===== config.mk =====
export PLATFORM = sky130hd
export DESIGN_NAME = morph_frame_scheduler
export DESIGN_NICKNAME = d
export VERILOG_FILES = /design/src/rtl/morph_frame_scheduler.sv
export SDC_FILE = /design/constraint.sdc
export NUM_CORES = 1
export LEC_CHECK = 0
export ABC_AREA = 1
export BUFFER_PORTS_ARGS = -buffer_cell sky130_fd_sc_hd__buf_2
export CORE_MARGIN = 2
export CORE_UTILIZATION = 58
export DETAILED_ROUTE_END_ITERATION = 8
export HOLD_SLACK_MARGIN = 0.15
export PLACE_DENSITY = 0.91
export SLEW_MARGIN = 20
export SYNTH_ARGS = -nofsm -noshare
export SYNTH_HDL_FRONTEND = slang
export SYNTH_SLANG_ARGS = --single-unit
export TNS_END_PERCENT = 100

===== constraint.sdc =====
create_clock -name clk_i -period 2.6 [get_ports clk_i]
set_clock_uncertainty 0.2 [all_clocks]
set_input_delay 0.26 -clock clk_i [delete_from_list [all_inputs] [get_ports clk_i]]
set_output_delay 0.26 -clock clk_i [all_outputs]
set_load 0.03 [all_outputs]

===== src/rtl/morph_frame_scheduler.sv =====
// Mode scheduler for the erode/dilate morphology pipeline: applies configs at input frame starts
// and reports per-frame pixel counts seen at the pipeline output.
module morph_frame_scheduler #(
  parameter int unsigned H_ACT = 640,
  parameter int unsigned V_ACT = 480,
  parameter int unsigned PIX_W = 20
) (
  input  logic             clk_i,
  input  logic             a_rst_i,
  input  logic             cfg_valid,
  output logic             cfg_ready,
  input  logic [1:0]       cfg_mode,
  input  logic [7:0]       cfg_frames,
  input  logic             i_vsyn,
  input  logic             p_vs,
  input  logic             p_en,
  output logic [1:0]       o_mode,
  output logic             o_busy,
  output logic             o_frame_done,
  output logic [PIX_W-1:0] o_pix_cnt,
  output logic             o_err
);

  localparam logic [PIX_W-1:0] FramePix = PIX_W'(H_ACT * V_ACT);
  localparam logic [PIX_W-1:0] PixMax   = '1;

  typedef enum logic [1:0] {StIdle, StPend, StRun} state_e;

  state_e           state_q;
  logic             vs_q, ovs_q, armed_q;
  logic [1:0]       pend_mode_q;
  logic [7:0]       pend_frames_q, rem_q;
  logic [PIX_W-1:0] pcnt_q;

  logic             vs_rise, ovs_rise, accept;
  logic [PIX_W-1:0] pcnt_inc;

  always_comb begin
    vs_rise   = i_vsyn & ~vs_q;
    ovs_rise  = p_vs & ~ovs_q;
    cfg_ready = (state_q != StPend);
    accept    = cfg_valid & cfg_ready;
    o_busy    = (state_q != StIdle);
    // Also the reported value on ovs_rise, so a pixel on the sync cycle lands in the old frame.
    pcnt_inc  = (p_en && (pcnt_q != PixMax)) ? pcnt_q + PIX_W'(1) : pcnt_q;
  end

  always_ff @(posedge clk_i) begin
    if (a_rst_i) begin
      state_q       <= StIdle;
      vs_q          <= 1'b0;
      pend_mode_q   <= 2'd0;
      pend_frames_q <= 8'd0;
      rem_q         <= 8'd0;
      o_mode        <= 2'd0;
    end else begin
      vs_q <= i_vsyn;
      if (accept) begin
        pend_mode_q   <= cfg_mode;
        pend_frames_q <= cfg_frames;
      end
      case (state_q)
        StIdle: begin
          if (accept) state_q <= StPend;
        end
        StPend: begin
          if (vs_rise) begin
            o_mode  <= pend_mode_q;
            rem_q   <= pend_frames_q;
            state_q <= StRun;
          end
        end
        StRun: begin
          // rem_q == 0 means run continuously; the frame-count update happens even with an accept.
          if (vs_rise) begin
            if (rem_q == 8'd1) begin
              o_mode  <= 2'd0;
              state_q <= StIdle;
            end else if (rem_q > 8'd1) begin
              rem_q <= rem_q - 8'd1;
            end
          end
          if (accept) state_q <= StPend;
        end
        default: state_q <= StIdle;
      endcase
    end
  end

  always_ff @(posedge clk_i) begin
    if (a_rst_i) begin
      ovs_q        <= 1'b0;
      armed_q      <= 1'b0;
      pcnt_q       <= '0;
      o_frame_done <= 1'b0;
      o_pix_cnt    <= '0;
      o_err        <= 1'b0;
    end else begin
      ovs_q        <= p_vs;
      o_frame_done <= 1'b0;
      if (ovs_rise) begin
        pcnt_q  <= '0;
        armed_q <= 1'b1;
        // First sync after reset only arms; the partial frame before it is dropped.
        if (armed_q) begin
          o_pix_cnt    <= pcnt_inc;
          o_frame_done <= 1'b1;
          if (pcnt_inc != FramePix) o_err <= 1'b1;
        end
      end else begin
        pcnt_q <= pcnt_inc;
      end
    end
  end

endmodule


==> run metrics, run 1 <==
status=completed; Routed WL=8420 um; Root Driver=clkbuf_8; wire length per cell=13.4 um; worst-path fanout max=13; final net count=573; Routability Congestion=0.969; Port Buf Inserts=41; Cells after Synth=499; Most used DFF post-synth=dfxtp_1; area leader, netlist=dfxtp_1; largest family of logic cells by synthesized area=simple AND/OR/NAND/NOR gates; first-pass GRT wire length=13800 um; layout cells sized above 1=16.1%; Mapped Nets=518; Worst Path Required=2.65 ns; Slew Limit Fails=0; Skew-Pair Late Insertion Delay=0.35 ns; P per Cell Area=622 nW/um2; RSZ-0062 raised after global routing=false; CTS tree=built; register area share after synthesis=39.8%; HP Class=in2reg; Netlist Area Pre-Place=3370 um2; ys async rst share=0%; vias=3392; WP data arrival=2.42 ns; setup bufs post-CTS=0; Post-DP HPWL=5600 um; Pleak=1.85 nW; fin crit period=2.37 ns; Synth top area share=39.8%; die width=80.2 um; n_diodes=0; drt initial violations=293; post-route setup slack=0.227 ns; Max-Slew Margin vs Limit=53.3%; worst setup path category=reg2reg; CTS Buf Count=9; fin crit share=91.3%; antenna violations before repair=0; compound-gate portion of the synthesized area=12.0%; largest net degree at the start of global routing=41; Vias/cell=5.38; TritonRoute pass-1 iters=7; number of global-route vias before repair=3293; initial core utilization=60.4%; antenna-violating nets left=0; register bit total from synthesis=67; H-tree Lvls=3; crit end category=flop; Worst-path clk slew=0.07 ns; area of the core=5570 um2; max cap viols=0; maximum VDD drop=0.416 mV; YS warnings=0; Setup Total Neg Slack=0 ns; Layout area overhead=19.7%; number of synthesized flops with an enable pin=0; fmax=0.421 GHz; # IOs=42; DRC viols=0; Clock Sinks=67; Die Ht=80.2 um; slew at the pin closest to its max-slew limit=0.699 ns; mux contribution to synthesized area=0%; Clock Tree Buf Depth=2; GRT Util Overall=27.1%; Final setup viols=0; Area contributors post-synth=dfxtp_1 (40%), nand2_1 (13%), nor2_1 (9.2%); Simple-Gate Fraction of Synth Area=33.7%; pre-CTS WS=0.233 ns; CP startpoint kind=flop; Mapped Avg Cell Area=6.75 um2; Synth Area in XOR/XNOR=2.34%; Core Rows=27; synth unique cells=32; post-synthesis adder-cell area fraction=1.11%; GRT overflow=0; Fin. Hold Viols=0; Die ar.=6430 um2
==> layer usage <==
metal	part of all wire [%]	vias to the layer above	GRT usage, %
li1	-	1677	-
met1	41	1567	28.8
met2	51	121	50.6
met3	5.4	27	5.73
met4	2.4	0	12.9
met5	0	-	0
==> per-stage QoR <==
step	util, %	std cells	power, W	hold slack (ns)	instance area, um2
5_1_grt	72.3	631	0.00258	0.275	4030
3_5_place_dp	64.8	599	0.00138	0.260	3610
2_1_floorplan	-	499	0.00131	0.129	3370
4_1_cts	72.1	630	0.00250	0.219	4020
3_3_place_gp	64.8	599	0.00137	0.247	3610
6_report	72.3	631	0.00250	0.236	4030
==> synthesized netlist by cell type (6+ instances only) <==
library cell,count
dfxtp_1,67
o21ai_0,25
inv_1,74
o211ai_1,15
nand2_2,6
nor2_1,83
nand2_1,118
clkbuf_1,12
nand3_1,18
a21oi_1,21
nand3_2,6
inv_2,6
==> report_power, final <==
group          switching (W)  total, W  internal, W
sequential         0.0000250   0.00110      0.00107
clock               0.000405   0.00112     0.000714
combinational       0.000193  0.000290    0.0000970
total               0.000622   0.00250      0.00188
==> layout make-up <==
type / instances / area (um2)
Clock inverter: 4 / 95.1
Timing Repair Buffer: 58 / 370
Sequential cell: 67 / 1340
Tap cell: 72 / 90.1
Fill cell: 433 / 1540
Multi-Input combinational cell: 338 / 1670
Clock buffer: 12 / 165
Inverter: 80 / 300
==> sequential cells by signal, indices dropped and copies added, names as in the netlist <==
| register | flops |
|---|---|
| ovs_q | 1 |
| o_pix_cnt | 20 |
| o_mode | 2 |
| pend_frames_q | 8 |
| pcnt_q | 20 |
| armed_q | 1 |
| vs_q | 1 |
| o_err | 1 |
| o_frame_done | 1 |
| rem_q | 8 |
| state_q | 2 |
| pend_mode_q | 2 |
==> kinds of logic (layout without fill, tap and decap cells) <==
family          count (synthesis)  count (layout)
flops                          67              67
simple gates                  255             256
compound gates                 70              70
xor+xnor                        9               9
fa+ha+maj                       3               3
buf+inv                        95             154
==> worst max-delay path, cell delays in order, from the launching register on <==
cell     delay, ns
dfxtp_1       0.41
ha_1          0.32
nand3_4       0.13
nor2_4        0.20
nand3_2       0.29
nand3_2       0.13
nand2_1       0.07
nor2_1        0.10
nand2_1       0.05
nor2_1        0.13
nand3_1       0.11
nand2_1       0.08
nand2_1       0.05
==> repair_timing <==
item / in CTS / in global routing
hold endpoints to repair: 23 / 0
hold buffers: 15 / 0
endpoints found under the setup margin: 0 / 1
resized for setup: 0 / 0
==> cell usage in the layout, fill, tap and decap left out, drive strengths merged <==
master | Yosys | layout
nand2 | 124 | 124
nor2 | 90 | 90
inv | 80 | 80
dfxtp | 67 | 67
buf | 3 | 43
nand3 | 26 | 27
o21ai | 26 | 26
a21oi | 22 | 22
o211ai | 15 | 15
dlygate4sd3 | 0 | 15
clkbuf | 12 | 12
xnor2 | 5 | 5
nor3 | 5 | 5
nand4 | 4 | 4
xor2 | 4 | 4
nand3b | 4 | 4
a31oi | 3 | 3
ha | 3 | 3
bufinv | 0 | 3
a211oi | 2 | 2
or2 | 1 | 1
nor4 | 1 | 1
o22ai | 1 | 1
o31ai | 1 | 1
clkinv | 0 | 1
==> path summary, 6_finish.rpt <==
check | from | endpoint | slack (ns) | cells past startpoint
setup / recovery | pcnt_q[0]$_SDFF_PP0_ | o_err$_SDFFE_PP0P_ | 0.23 | 12
hold / removal | p_en | pcnt_q[5]$_SDFF_PP0_ | 0.24 | 5
setup reg to reg | pcnt_q[0]$_SDFF_PP0_ | o_err$_SDFFE_PP0P_ | 0.23 | 12
hold reg to reg | pend_frames_q[6]$_SDFFE_PP0P_ | pend_frames_q[6]$_SDFFE_PP0P_ | 0.27 | 2
Note: power is estimated with default switching activity, not from simulation.
==> run 2: changes to the inputs <==
Settings changed: CORE_UTILIZATION 58 to 55, PLACE_DENSITY 0.91 to 0.87.
==> run metrics, run 2 (synthesis gave the netlist of run 1 again) <==
Die ar.=6770 um2 (was 6430 um2); Clock Tree Buf Depth=2 (unchanged); non-filler cells, final=634 (was 631); H-tree Lvls=3 (unchanged); Worst Path Required=2.65 ns (about the same); fin crit period=2.44 ns (was 2.37 ns); worst-path fanout max=13 (unchanged); Slew Limit Fails=0 (unchanged); GRT Util Overall=27.7% (was 27.1%); Clock power frac=45.8% (was 44.7%); Final setup viols=0 (unchanged); layout cells sized above 1=16.1% (unchanged); WP data arrival=2.49 ns (was 2.42 ns); Worst-path clk slew=0.07 ns (about the same); fin crit share=93.8% (was 91.3%); initial core utilization=56.9% (was 60.4%); max cap viols=0 (unchanged); CP startpoint kind=flop (unchanged); maximum VDD drop=0.464 mV (was 0.416 mV); status=completed (unchanged); largest registers=o_pix_cnt x20, pcnt_q x20 (unchanged); Die Ht=82.3 um (was 80.2 um); drt initial violations=402 (was 293); # IOs=42 (unchanged); fmax=0.410 GHz (was 0.421 GHz); worst setup path category=reg2reg (unchanged); Skew-Pair Late Insertion Delay=0.35 ns (about the same); Core Rows=28 (was 27); post-route cell area=4050 um2 (was 4030 um2); wire length per cell=13.8 um (was 13.4 um); most common cell after layout, fill and taps aside=nand2_1 (unchanged); final net count=573 (unchanged); GRT met3 Usage=8.15% (was 5.73%); RSZ-0062 raised after global routing=false (unchanged); Setup Total Neg Slack=0 ns (unchanged); n_diodes=0 (unchanged); CP dominant cell by count=nand2_1 (unchanged); GR Util met2=47.4% (was 50.6%); setup bufs post-CTS=0 (unchanged); Layout Utilization=68.4% (was 72.3%); Layout area overhead=20.2% (was 19.7%); Cell Chain, Critical Path=ha_1 -> nand3_4 -> nor2_4 -> nand3_2 -> nand3_2 -> nand2_2 -> nor2_2 -> nand2_1 -> nor2_1 -> nand3_1 -> nand2_1 -> nand2_1 (was ha_1 -> nand3_4 -> nor2_4 -> nand3_2 -> nand3_2 -> nand2_1 -> nor2_1 -> nand2_1 -> nor2_1 -> nand3_1 -> nand2_1 -> nand2_1); most frequent cells in the layout=nand2_1 (118), nor2_1 (82), inv_1 (74), dfxtp_1 (67), buf_2 (41) (unchanged); Max-Slew Margin vs Limit=52.0% (was 53.3%); first-pass GRT wire length=14200 um (was 13800 um); slowest stage delay, CP=0.42 ns (was 0.41 ns); Net Sw Power=0.000632 W (was 0.000622 W); Cell Int Power=0.00193 W (was 0.00188 W); Port Buf Inserts=41 (unchanged); Routability Congestion=0.992 (was 0.969); Area after DPL=3610 um2 (about the same); Post-CTS Resized=0 (unchanged); largest net degree at the start of global routing=41 (unchanged); vias=3453 (was 3392); crit end category=flop (unchanged); Vias/cell=5.45 (was 5.38); Post-DP HPWL=5750 um (was 5600 um); Switching Share=24.7% (was 24.8%); DRC viols=0 (unchanged); CTS tree=built (unchanged); Seq pwr share=42.8% (was 43.8%); CTS Buf Count=9 (unchanged); antenna-violating nets left=0 (unchanged); area of the core=5920 um2 (was 5570 um2); Clock Sinks=67 (unchanged); Routed WL=8760 um (was 8420 um); Placed Cells=602 (was 599); antenna violations before repair=0 (unchanged); HP Class=in2reg (unchanged); grt peak-use layer=met2 (unchanged); die width=82.3 um (was 80.2 um); Root Driver=clkbuf_8 (unchanged); combinational group share of total power=11.4% (was 11.6%); P per Cell Area=633 nW/um2 (was 622 nW/um2); number of global-route vias before repair=3187 (was 3293); GRT overflow=0 (unchanged); Crit-path slowest cell=dfxtp_1 (unchanged); Fin. Hold Viols=0 (unchanged); Pleak=1.85 nW (about the same); met1 Use GR=32.3% (was 28.8%); TritonRoute pass-1 iters=6 (was 7); slew at the pin closest to its max-slew limit=0.719 ns (was 0.699 ns)
-- run 2: worst paths after layout --
path	from	end	slack, ns	depth (start not counted)
worst max-delay path	pcnt_q[0]$_SDFF_PP0_	o_err$_SDFFE_PP0P_	0.16	12
worst min-delay path	p_en	pcnt_q[6]$_SDFF_PP0_	0.26	5
worst max register to register	pcnt_q[0]$_SDFF_PP0_	o_err$_SDFFE_PP0P_	0.16	12
worst min register to register	pend_frames_q[6]$_SDFFE_PP0P_	pend_frames_q[6]$_SDFFE_PP0P_	0.27	2
-- run 2: area by class of cell --
type / count / area, um2
Clock inverter: 6 / 136
Sequential cell: 67 / 1340
Fill cell: 469 / 1870
Clock buffer: 10 / 138
Timing Repair Buffer: 58 / 370
Inverter: 80 / 300
Tap cell: 75 / 93.8
Multi-Input combinational cell: 338 / 1670
-- run 2: through the flow --
stage | hold slack (ns) | setup slack (ns) | power (W)
after detailed placement | 0.252 | 0.223 | 0.00138
after CTS | 0.250 | 0.221 | 0.00256
after global placement | 0.250 | 0.373 | 0.00137
after floorplan | 0.129 | 0.593 | 0.00131
final | 0.257 | 0.160 | 0.00256
after global routing | 0.276 | 0.0229 | 0.00265
-- run 2: power by group through the flow --
stage | Clock [W] | Sequential, W | Combinational, W
6_report | 0.00117 | 0.00110 | 0.000291
5_1_grt | 0.00123 | 0.00110 | 0.000321
4_1_cts | 0.00118 | 0.00110 | 0.000287
3_5_place_dp | 0 | 0.00112 | 0.000264
3_3_place_gp | 0 | 0.00112 | 0.000255
2_1_floorplan | 0 | 0.00115 | 0.000157
-- run 2: routing by layer --
layer	vias to the layer above	part of all wire, %
li1	1673	-
met1	1553	39
met2	192	50
met3	35	7.8
met4	0	3.4
met5	-	0
-- run 2: what timing repair did --
action	in CTS	in global routing
setup endpoints to repair	0	1
hold buffers	15	0
hold endpoints to repair	23	0
-- run 2: worst max-delay path: cells and delay by family, from the launching register on --
family	cells	cell delay [ns]
adder cells (fa/ha/maj)	1	0.31
AND/OR/NAND/NOR	11	1.40
flip-flops	1	0.42
